==> config.mk <==
export PLATFORM = sky130hd
export DESIGN_NAME = mips_muldiv_unit_flat
export DESIGN_NICKNAME = d
export VERILOG_FILES = /design/src/rtl/muldiv_pkg.sv /design/src/rtl/mips_muldiv_unit_if.sv /design/src/rtl/mips_div_iter.sv /design/src/rtl/mips_muldiv_unit.sv /design/src/flat_wrapper.sv
export SDC_FILE = /design/constraint.sdc
export NUM_CORES = 1
export LEC_CHECK = 0
export BUFFER_PORTS_ARGS = -buffer_cell sky130_fd_sc_hd__buf_2
export CORE_ASPECT_RATIO = 1.75
export CORE_MARGIN = 2
export CORE_UTILIZATION = 28
export DETAILED_ROUTE_END_ITERATION = 12
export GPL_TIMING_DRIVEN = 0
export HOLD_SLACK_MARGIN = 0.02
export PLACE_DENSITY = 0.55
export SETUP_SLACK_MARGIN = 0.05
export SYNTH_ARGS = -nofsm -noshare
export SYNTH_HDL_FRONTEND = slang
export SYNTH_HIERARCHICAL = 1
export SYNTH_SLANG_ARGS = --single-unit
==> constraint.sdc <==
create_clock -name clk -period 10.7 [get_ports clk]
set_input_delay 0.535 -clock clk [delete_from_list [all_inputs] [get_ports clk]]
set_output_delay 0.535 -clock clk [all_outputs]
set_load 0.02 [all_outputs]
==> src/rtl/muldiv_pkg.sv <==
// Shared opcode and state types for the multiply/divide unit.
package muldiv_pkg;

   typedef enum logic [2:0] {
      MD_MULT  = 3'b000,
      MD_MULTU = 3'b001,
      MD_DIV   = 3'b010,
      MD_DIVU  = 3'b011,
      MD_MTHI  = 3'b100,
      MD_MTLO  = 3'b101,
      MD_NOP6  = 3'b110,
      MD_NOP7  = 3'b111
   } md_op_t;

   typedef enum logic [1:0] {
      IDLE = 2'd0,
      RUN  = 2'd1,
      FIX  = 2'd2
   } md_state_t;

   function automatic logic md_is_signed(md_op_t op);
      return (op == MD_MULT) || (op == MD_DIV);
   endfunction

   function automatic logic md_is_div(md_op_t op);
      return (op == MD_DIV) || (op == MD_DIVU);
   endfunction

endpackage

==> src/rtl/mips_muldiv_unit_if.sv <==
// Request/response bundle between the execute stage and the multiply/divide unit.
interface mips_muldiv_unit_if #(
   parameter int WIDTH = 32
);
   import muldiv_pkg::*;

   logic             in_valid;
   logic             in_ready;
   md_op_t           op;
   logic [WIDTH-1:0] src_a;
   logic [WIDTH-1:0] src_b;
   logic             busy;
   logic             done;
   logic             div_zero;
   logic [WIDTH-1:0] hi;
   logic [WIDTH-1:0] lo;

   modport slave (
      input  in_valid, op, src_a, src_b,
      output in_ready, busy, done, div_zero, hi, lo
   );

   modport master (
      output in_valid, op, src_a, src_b,
      input  in_ready, busy, done, div_zero, hi, lo
   );

endinterface

==> src/rtl/mips_div_iter.sv <==
// One restoring-division step: shift in the next dividend bit, trial-subtract the divisor.
module mips_div_iter #(
   parameter int WIDTH = 32
) (
   input  logic [WIDTH-1:0] rem_i,
   input  logic [WIDTH-1:0] quo_i,
   input  logic [WIDTH-1:0] divisor_i,
   output logic [WIDTH-1:0] rem_o,
   output logic [WIDTH-1:0] quo_o
);

   logic [WIDTH:0] shifted;
   logic [WIDTH:0] diff;
   logic           q_bit;

   // rem < divisor keeps a non-negative difference below 2^WIDTH, so bit WIDTH is the borrow
   always_comb begin
      shifted = {rem_i, quo_i[WIDTH-1]};
      diff    = shifted - {1'b0, divisor_i};
      q_bit   = ~diff[WIDTH];
      rem_o   = q_bit ? diff[WIDTH-1:0] : shifted[WIDTH-1:0];
      quo_o   = {quo_i[WIDTH-2:0], q_bit};
   end

endmodule

==> src/rtl/mips_muldiv_unit.sv <==
// Multi-cycle multiply/divide unit with HI/LO registers.
// Define MULDIV_FAST_MUL_EN to compute MULT/MULTU in a single cycle.
module mips_muldiv_unit
   import muldiv_pkg::*;
#(
   parameter int WIDTH = 32
) (
   input  logic              clk,
   input  logic              reset_n,
   mips_muldiv_unit_if.slave bus
);

   localparam int CNT_W = $clog2(WIDTH + 1);
   localparam logic [CNT_W-1:0] LAST_STEP = CNT_W'(WIDTH - 1);

   md_state_t          state_q;
   logic [CNT_W-1:0]   cnt_q;
   logic [2*WIDTH-1:0] acc_q;
   logic [WIDTH-1:0]   opnd_q;
   logic [WIDTH-1:0]   a_q;
   logic [WIDTH-1:0]   hi_q;
   logic [WIDTH-1:0]   lo_q;
   logic               is_div_q;
   logic               neg_res_q;
   logic               neg_rem_q;
   logic               busy_q;
   logic               done_q;
   logic               dz_q;

   logic               sgn_op;
   logic               a_neg;
   logic               b_neg;
   logic [WIDTH-1:0]   mag_a;
   logic [WIDTH-1:0]   mag_b;
   logic [WIDTH:0]     mul_sum;
   logic [2*WIDTH-1:0] acc_d;
   logic [2*WIDTH-1:0] prod_fix;
   logic [WIDTH-1:0]   quo_fix;
   logic [WIDTH-1:0]   rem_fix;
   logic [WIDTH-1:0]   div_rem;
   logic [WIDTH-1:0]   div_quo;

   mips_div_iter #(.WIDTH(WIDTH)) u_div_iter (
      .rem_i     (acc_q[2*WIDTH-1:WIDTH]),
      .quo_i     (acc_q[WIDTH-1:0]),
      .divisor_i (opnd_q),
      .rem_o     (div_rem),
      .quo_o     (div_quo)
   );

   // Both datapaths iterate on magnitudes; signs are reapplied in FIX
   always_comb begin
      sgn_op = md_is_signed(bus.op);
      a_neg  = sgn_op & bus.src_a[WIDTH-1];
      b_neg  = sgn_op & bus.src_b[WIDTH-1];
      mag_a  = a_neg ? (~bus.src_a + 1'b1) : bus.src_a;
      mag_b  = b_neg ? (~bus.src_b + 1'b1) : bus.src_b;
   end

   // Shift-add: the low half holds the remaining multiplier bits, the high half the partial sum
   always_comb begin
      mul_sum = {1'b0, acc_q[2*WIDTH-1:WIDTH]} + (acc_q[0] ? {1'b0, opnd_q} : '0);
      acc_d   = is_div_q ? {div_rem, div_quo} : {mul_sum, acc_q[WIDTH-1:1]};
   end

   always_comb begin
      prod_fix = neg_res_q ? (~acc_q + 1'b1) : acc_q;
      quo_fix  = neg_res_q ? (~acc_q[WIDTH-1:0] + 1'b1) : acc_q[WIDTH-1:0];
      rem_fix  = neg_rem_q ? (~acc_q[2*WIDTH-1:WIDTH] + 1'b1) : acc_q[2*WIDTH-1:WIDTH];
   end

   always_ff @(posedge clk) begin
      if (!reset_n) begin
         state_q   <= IDLE;
         cnt_q     <= '0;
         acc_q     <= '0;
         opnd_q    <= '0;
         a_q       <= '0;
         hi_q      <= '0;
         lo_q      <= '0;
         is_div_q  <= 1'b0;
         neg_res_q <= 1'b0;
         neg_rem_q <= 1'b0;
         busy_q    <= 1'b0;
         done_q    <= 1'b0;
         dz_q      <= 1'b0;
      end else begin
         done_q <= 1'b0;
         case (state_q)
            IDLE: begin
               if (bus.in_valid) begin
                  dz_q <= 1'b0;
                  case (bus.op)
                     MD_MTHI: begin
                        hi_q   <= bus.src_a;
                        done_q <= 1'b1;
                     end
                     MD_MTLO: begin
                        lo_q   <= bus.src_a;
                        done_q <= 1'b1;
                     end
                     MD_NOP6, MD_NOP7: begin
                        done_q <= 1'b1;
                     end
                     default: begin
                        busy_q    <= 1'b1;
                        cnt_q     <= '0;
                        a_q       <= bus.src_a;
                        is_div_q  <= md_is_div(bus.op);
                        neg_res_q <= a_neg ^ b_neg;
                        neg_rem_q <= a_neg;
                        if (md_is_div(bus.op)) begin
                           opnd_q  <= mag_b;
                           acc_q   <= {{WIDTH{1'b0}}, mag_a};
                           state_q <= RUN;
                        end else begin
`ifdef MULDIV_FAST_MUL_EN
                           acc_q   <= {{WIDTH{1'b0}}, mag_a} * {{WIDTH{1'b0}}, mag_b};
                           state_q <= FIX;
`else
                           opnd_q  <= mag_a;
                           acc_q   <= {{WIDTH{1'b0}}, mag_b};
                           state_q <= RUN;
`endif
                        end
                     end
                  endcase
               end
            end
            RUN: begin
               acc_q <= acc_d;
               if (cnt_q == LAST_STEP) begin
                  cnt_q   <= '0;
                  state_q <= FIX;
               end else begin
                  cnt_q <= cnt_q + CNT_W'(1);
               end
            end
            FIX: begin
               // Divide by zero bypasses the datapath: LO all ones, HI the raw dividend
               if (is_div_q && (opnd_q == '0)) begin
                  lo_q <= '1;
                  hi_q <= a_q;
                  dz_q <= 1'b1;
               end else if (is_div_q) begin
                  lo_q <= quo_fix;
                  hi_q <= rem_fix;
               end else begin
                  lo_q <= prod_fix[WIDTH-1:0];
                  hi_q <= prod_fix[2*WIDTH-1:WIDTH];
               end
               done_q  <= 1'b1;
               busy_q  <= 1'b0;
               state_q <= IDLE;
            end
            default: begin
               state_q <= IDLE;
               busy_q  <= 1'b0;
            end
         endcase
      end
   end

   assign bus.in_ready = ~busy_q;
   assign bus.busy     = busy_q;
   assign bus.done     = done_q;
   assign bus.div_zero = dz_q;
   assign bus.hi       = hi_q;
   assign bus.lo       = lo_q;

endmodule

==> src/flat_wrapper.sv <==
// flat-port wrapper written by rule: the top's interface ports become plain ports
module mips_muldiv_unit_flat import muldiv_pkg::*;
#(
   parameter int WIDTH = 32
)
  (clk, reset_n, bus_in_valid, bus_op, bus_src_a, bus_src_b, bus_in_ready, bus_busy, bus_done, bus_div_zero, bus_hi, bus_lo);
  mips_muldiv_unit_if #(.WIDTH(WIDTH)) bus_i ();
  input  logic clk;
  input  logic reset_n;
  input wire logic [$bits(bus_i.in_valid)-1:0] bus_in_valid;
  input wire logic [$bits(bus_i.op)-1:0] bus_op;
  input wire logic [$bits(bus_i.src_a)-1:0] bus_src_a;
  input wire logic [$bits(bus_i.src_b)-1:0] bus_src_b;
  output wire logic [$bits(bus_i.in_ready)-1:0] bus_in_ready;
  output wire logic [$bits(bus_i.busy)-1:0] bus_busy;
  output wire logic [$bits(bus_i.done)-1:0] bus_done;
  output wire logic [$bits(bus_i.div_zero)-1:0] bus_div_zero;
  output wire logic [$bits(bus_i.hi)-1:0] bus_hi;
  output wire logic [$bits(bus_i.lo)-1:0] bus_lo;
  assign bus_i.in_valid = bus_in_valid;
  assign bus_i.op = bus_op;
  assign bus_i.src_a = bus_src_a;
  assign bus_i.src_b = bus_src_b;
  assign bus_in_ready = bus_i.in_ready;
  assign bus_busy = bus_i.busy;
  assign bus_done = bus_i.done;
  assign bus_div_zero = bus_i.div_zero;
  assign bus_hi = bus_i.hi;
  assign bus_lo = bus_i.lo;
  mips_muldiv_unit #(.WIDTH(WIDTH)) u_core (.clk(clk), .reset_n(reset_n), .bus(bus_i));
endmodule
After elaboration in Yosys (flattened, before gate mapping)

Cells that the tools add are included.

$add $sub $neg: 8
Eq/ne operators: 15
Muxes and demuxes: 40
Bitwise gates (word level): 12
Reduce and logical (&&, ||, !) cells: 16

Operators by type and width:

| cell                                                | count |
|---|---|
| two-way mux 32 bit                                  | 16 |
| two-way mux 64 bit                                  | 4 |
| adder 32 x 1 -> 32 bit, second input constant       | 4 |
| NOT 32 bit                                          | 4 |
| case mux 32 bit (2 select lines)                    | 2 |
| case mux 64 bit (2 select lines)                    | 1 |
| adder 64 x 1 -> 64 bit, second input constant       | 1 |
| NOT 64 bit                                          | 1 |
| adder 32 x 33 -> 33 bit                             | 1 |
| subtractor 33 x 32 -> 33 bit                        | 1 |
| zero test 32 bit                                    | 1 |
| AND reduction 3 bit                                 | 7 |
| two-way mux 6 bit                                   | 3 |
| equality test 3 bit, second input constant          | 4 |
| case mux 6 bit (2 select lines)                     | 1 |
| != test 2 bit, second input constant                | 4 |
| adder 6 x 1 -> 6 bit, second input constant         | 1 |
| equality test 3 x 2 -> 1 bit, second input constant | 2 |
| equality test 6 x 5 -> 1 bit, second input constant | 1 |
| two-way mux 1 bit                                   | 6 |
| two-way mux 2 bit                                   | 3 |
| case mux 1 bit (2 select lines)                     | 3 |
| != test 2 x 1 -> 1 bit, second input constant       | 2 |
| NOT 1 bit                                           | 4 |
| 11 further kinds                                    | 14 |

Bits in registers: 206
Output and inout port bits: 68

Logic depth before layout (Yosys ltp)

Depth in word-level cells: 8
Depth in mapped cells: 20
Depth with buffers taken out: 17

By module

The synthesis kept the hierarchy.

By module, submodules not included:

| module           | times used | cells an instance | area each (um2) | sequential area each (um2) |
|---|---|---|---|---|
| mips_muldiv_unit | 1          | 1,814             | 14,032.2        | 4,124.0 |
| mips_div_iter    | 1          | 337               | 2,598.7         | 0.0 |

Worst setup path before layout

No wires, ideal clock.

Path type: register -> register
Start: reg u_core.acc_q[31]
End: reg u_core.acc_q[58]
Setup time: 128 ps
Data arrival time: 3,479 ps
Required time: 10,572 ps
Setup slack: 7,093 ps
Stages on the path, launching flop included: 19
Buffers on the path: 2
Clock period less this slack: 3,607 ps
Path through: dfxtp_1 -> inv_1 -> ha_1 -> fa_1 -> and2b_1 -> o2111ai_2 -> a21oi_2 -> o2111ai_1 -> a211oi_2 -> nor2_4 -> mux2i_4 -> and2_4 -> buf_12 -> inv_8 -> buf_12 -> mux2_4 -> a22o_1 -> nand2_1 -> o211ai_1

Word-level cells in the longest chain between the ends: 4

RTL lines:

| what                             | RTL line                | source |
|---|---|---|
| start, declared                  | mips_muldiv_unit.sv:18  | `logic [2*WIDTH-1:0] acc_q;` |
| start signal, assigned           | mips_muldiv_unit.sv:114 | `acc_q <= {{WIDTH{1'b0}}, mag_a};` |
| start signal, assigned           | mips_muldiv_unit.sv:122 | `acc_q <= {{WIDTH{1'b0}}, mag_b};` |
| subtractor 33 x 32 -> 33 bit     | mips_div_iter.sv:19     | `diff = shifted - {1'b0, divisor_i};` |
| two-way mux 32 bit               | mips_div_iter.sv:21     | `rem_o = q_bit ? diff[WIDTH-1:0] : shifted[WIDTH-1:0];` |
| net u_core.div_rem[26]           | mips_muldiv_unit.sv:40  | `logic [WIDTH-1:0] div_rem;` |
| two-way mux 64 bit               | mips_muldiv_unit.sv:63  | `acc_d = is_div_q ? {div_rem, div_quo} : {mul_sum, acc_q[WIDTH-1:1]};` |
| case mux 64 bit (2 select lines) | mips_muldiv_unit.sv:89  | `case (state_q)` |

The timed path passes the listed nets, and every way through them passes these cells.
A chain may end at the register's enable or synchronous reset.

Worst setup path in the final report

Start: reg u_core.acc_q[0]
End: reg u_core.acc_q[56]

Word-level cells in the longest chain between the ends: 4

RTL lines:

| what                             | RTL line               | source |
|---|---|---|
| two-way mux 32 bit               | mips_muldiv_unit.sv:62 | `mul_sum = {1'b0, acc_q[2*WIDTH-1:WIDTH]} + (acc_q[0] ? {1'b0, opnd_q} : '0);` |
| adder 32 x 33 -> 33 bit          | mips_muldiv_unit.sv:62 |  |
| two-way mux 64 bit               | mips_muldiv_unit.sv:63 |  |
| case mux 64 bit (2 select lines) | mips_muldiv_unit.sv:89 |  |

Every way passes these cells.

==> key figures <==
Status
  • Outcome: completed

Setup path
  • WP data arrival: 5.23 ns
  • Largest driver fanout on the critical path: 10
  • Critical path origin: u_core/acc_q[0]
  • Startpoint type of the worst setup path: flip-flop
  • Setup CP Type: flip-flop to flip-flop
  • Crit path capture type: flip-flop
  • Launch point of the worst reg-to-reg path: u_core/acc_q[0]
  • Data required time at the worst endpoint: roughly 11 ns

Drt
  • Average wire length per cell after detail routing: 27.40 µm
  • Post-detailed-route via-to-cell ratio: 5.654
  • DRC violation total after the first TritonRoute iteration: between 1000 and 1500
  • Remaining antenna violation count: 0
  • Post-route DRC violation count: 0
  • Final routed wirelength across all metal layers: between 80000 and 90000 µm
  • Vias: 17477
  • Detailed-routing iteration count for the pre-antenna-repair pass: 5

Timing
  • Max Clock Skew: 0.01342 ns
  • RSZ-0062 raised after global routing: no
  • Final cycle utilization of the critical path: 0.4483
  • Setup-violating endpoint count in the final report: 0
  • Relative max-transition margin: 0.1327
  • F_max: approximately 210 MHz
  • Pins Over Slew Limit: 0
  • Setup tns final: 0 ns
  • Final Critical Period: approximately 4.8 ns
  • Count of final hold-check violations: 0
  • Transition time at the pin with the least slew margin: 1.292 ns

Floorplan
  • Floorplan row count: 118
  • Die area: between 60000 and 70000 µm²
  • Area of the core: 58910 µm²
  • Die height: 326.4 µm
  • Boundary pin count: 138
  • Die width: 188.2 µm
  • Effective utilization at floorplan: 0.2823

Logic synthesis
  • Share of synthesized flip-flops with an asynchronous set or reset: 0
  • Proportion of synthesized chip area in sequential cells: 0.2480
  • Fraction of post-synthesis cell area in the top cell type by area: 0.2480
  • Number of synthesized flops with an enable pin: 0
  • Post-Syn Area: 16630 µm²
  • Distinct cell type count after synthesis: 102
  • Number of register bits inferred by synthesis: ~210
  • Synth Area per Inst: 7.732 µm²
  • Leading cell types by count after synthesis: 246 x sky130_fd_sc_hd__nand2_1, 206 x sky130_fd_sc_hd__dfxtp_1, 155 x sky130_fd_sc_hd__a21oi_1, 146 x sky130_fd_sc_hd__o21ai_0, 143 x sky130_fd_sc_hd__nor2_1
  • Cell with the most instances after synthesis: sky130_fd_sc_hd__nand2_1
  • Most used flip-flop cell after synthesis: sky130_fd_sc_hd__dfxtp_1
  • Leading post-synthesis cells by cell area: sky130_fd_sc_hd__dfxtp_1 25%, sky130_fd_sc_hd__nand2_1 5.6%, sky130_fd_sc_hd__ha_1 5.2%
  • Area leader, netlist: sky130_fd_sc_hd__dfxtp_1
  • Total nets after synthesis: 2292
  • Cell count after synthesis: 2151
  • Count of synthesis-stage warnings from yosys: 6

Placed design
  • Final RePlAce weighted congestion: 1.021
  • Number of port buffers: 124
  • Detailed-placement wirelength estimate: approximately 69000 µm
  • # placed instances: 3055

Cells and area
  • Fill cell total of the finished layout: 6381
  • P&R area growth vs syn: 13.67%
  • Fraction of layout instances using a drive strength above 1: 0.1320
  • Layout Cells excl Fill: 3091
  • Nets: 2440

Clock network
  • Worst-case clock buffer depth: 3
  • Clock-pin slew reported for the worst setup and hold paths after clock tree synthesis: about 0.060 ns
  • Cell at the root of the clock tree: sky130_fd_sc_hd__clkbuf_16
  • H-tree depth: 1
  • Number of instances resized during post-cts repair: 0
  • Clock tree from TritonCTS: yes
  • Num CTS Buffers: 22
  • Clock latency of the later-clocked register in the worst-skew pair: 0.56 ns
  • Hold bufs inserted after CTS: 0
  • Buffer count from post-CTS setup fixing: 0
  • Clk sinks: 206

Global route
  • Global-route wire length before repair: 120200 µm
  • Global route total overflow: 0
  • Met2 GRT Util: 0.4921
  • Overall routing resource usage: 0.2678
  • Maximum number of pins on one net before global-route repair: 13
  • Antenna violations before repair: 1
  • Busiest metal layer after global routing: met2
  • Vias in the first global route: between 15000 and 20000
  • Met1 capacity usage during global routing: 0.2570
  • Global routing met3 resource utilization: 0.02793

Power and ir drop
  • Leakage power summed over all cells: between 7 and 8 nW
  • Areal power density over the cells: between 100 and 150 nW/µm²
  • Worst voltage drop across the vdd grid: 0.09651 mV

Hold path
  • Hold path startpoint: bus_src_a[20]
  • Hold WC Path Type: input port to flip-flop

Run
  • Maxcap violations: 0
## power by group
group / internal, W / switching [W] / total, W / leakage (nW)
Combinational: 0.000265 / 0.000461 / 0.000726 / 5.49
Clock: 0.000417 / 0.000343 / 0.000760 / 0.334
Sequential: 0.000812 / 0.0000682 / 0.000880 / 1.68
Total: 0.00149 / 0.000872 / 0.00237 / 7.51
## metal layers
metal	vias to the layer above	part of all wire	wire (µm)
met4	0	0.11	9370
met5	-	0	0
li1	8054	-	-
met3	242	0.045	3842
met1	8473	0.34	28390
met2	708	0.51	43080
## final timing paths
kind / endpoint / slack, ns / cells past startpoint
setup / recovery: u_core/acc_q[56] / 5.90 / 13
hold / removal: u_core/a_q[20] / 0.29 / 3
setup reg to reg: u_core/acc_q[56] / 5.90 / 13
hold reg to reg: u_core/bus.hi[11] / 0.44 / 2
## state kept, by name, indices dropped and copies added (netlist names)
signal / cells
u_core/bus.hi: 32
u_core/cnt_q: 6
u_core/opnd_q: 32
u_core/bus.done: 1
u_core/bus.busy: 1
u_core/state_q: 2
u_core/is_div_q: 1
u_core/acc_q: 64
u_core/neg_rem_q: 1
u_core/neg_res_q: 1
u_core/bus.lo: 32
u_core/bus.div_zero: 1
u_core/a_q: 32
## worst max-delay path: stages (launching register included)
cell                       delay, ns
sky130_fd_sc_hd__dfxtp_1        0.34
sky130_fd_sc_hd__clkbuf_1       0.75
sky130_fd_sc_hd__clkbuf_1       0.45
sky130_fd_sc_hd__and2_1         0.19
sky130_fd_sc_hd__ha_1           0.28
sky130_fd_sc_hd__a21oi_1        0.21
sky130_fd_sc_hd__o211ai_1       0.19
sky130_fd_sc_hd__a31oi_1        0.61
sky130_fd_sc_hd__o22ai_1        0.31
sky130_fd_sc_hd__a41oi_1        0.58
sky130_fd_sc_hd__o21ai_0        0.19
sky130_fd_sc_hd__xnor2_1        0.17
sky130_fd_sc_hd__a222oi_1       0.34
sky130_fd_sc_hd__nor2b_1        0.08
## final cells by class
type	instances	area (µm²)	area share
flip-flops and latches	206	4124	0.2181
multi-input cells	1704	11370	0.6017
repair buffers	124	620.6	0.03283
diodes	1	2.502	0.0001324
well taps	780	975.9	0.05162
inverters	63	244.0	0.01291
clock inverters	3	26.28	0.001390
clock buffers	32	648.1	0.03428
plain buffers	178	888.4	0.04699
## kinds of logic after synthesis
group,after synthesis,share of synthesized area
and+or+nand+nor,722,0.2170
adders and majority gates,71,0.05432
buffers and inverters,241,0.06809
muxes,59,0.04273
DFF,206,0.2480
AOI/OAI and AO/OA,675,0.2767
xor gates and xnor gates,177,0.09321
## metrics by stage
stage | setup WS (ns) | hold WS, ns | utilization | cell area [µm²] | total power [W]
final | 5.903 | 0.2929 | 0.3209 | 18900 | 0.002366
after global routing | 5.688 | 0.2907 | 0.3209 | 18900 | 0.002450
after detailed placement | 5.994 | 0.4300 | 0.3094 | 18230 | 0.001606
after CTS | 5.975 | 0.2757 | 0.3209 | 18900 | 0.002367
after floorplan | 7.093 | 0.4403 | - | 16630 | 0.001332
after global placement | 6.027 | 0.4332 | 0.3094 | 18230 | 0.001602
## cell usage in the layout (no fill, tap or decap), types with 58 or more instances in the layout
| cell | count |
|---|---|
| sky130_fd_sc_hd__dfxtp_1 | 206 |
| sky130_fd_sc_hd__xor2_1 | 82 |
| sky130_fd_sc_hd__nor2b_1 | 58 |
| sky130_fd_sc_hd__nor2_1 | 143 |
| sky130_fd_sc_hd__o21ai_0 | 146 |
| sky130_fd_sc_hd__and2_1 | 58 |
| sky130_fd_sc_hd__a21oi_1 | 155 |
| sky130_fd_sc_hd__ha_1 | 69 |
| sky130_fd_sc_hd__nand2_1 | 246 |
| sky130_fd_sc_hd__xnor2_1 | 95 |
| sky130_fd_sc_hd__inv_1 | 61 |
| sky130_fd_sc_hd__clkbuf_1 | 117 |
| sky130_fd_sc_hd__buf_2 | 130 |
Power figures use the tool's default switching activity.
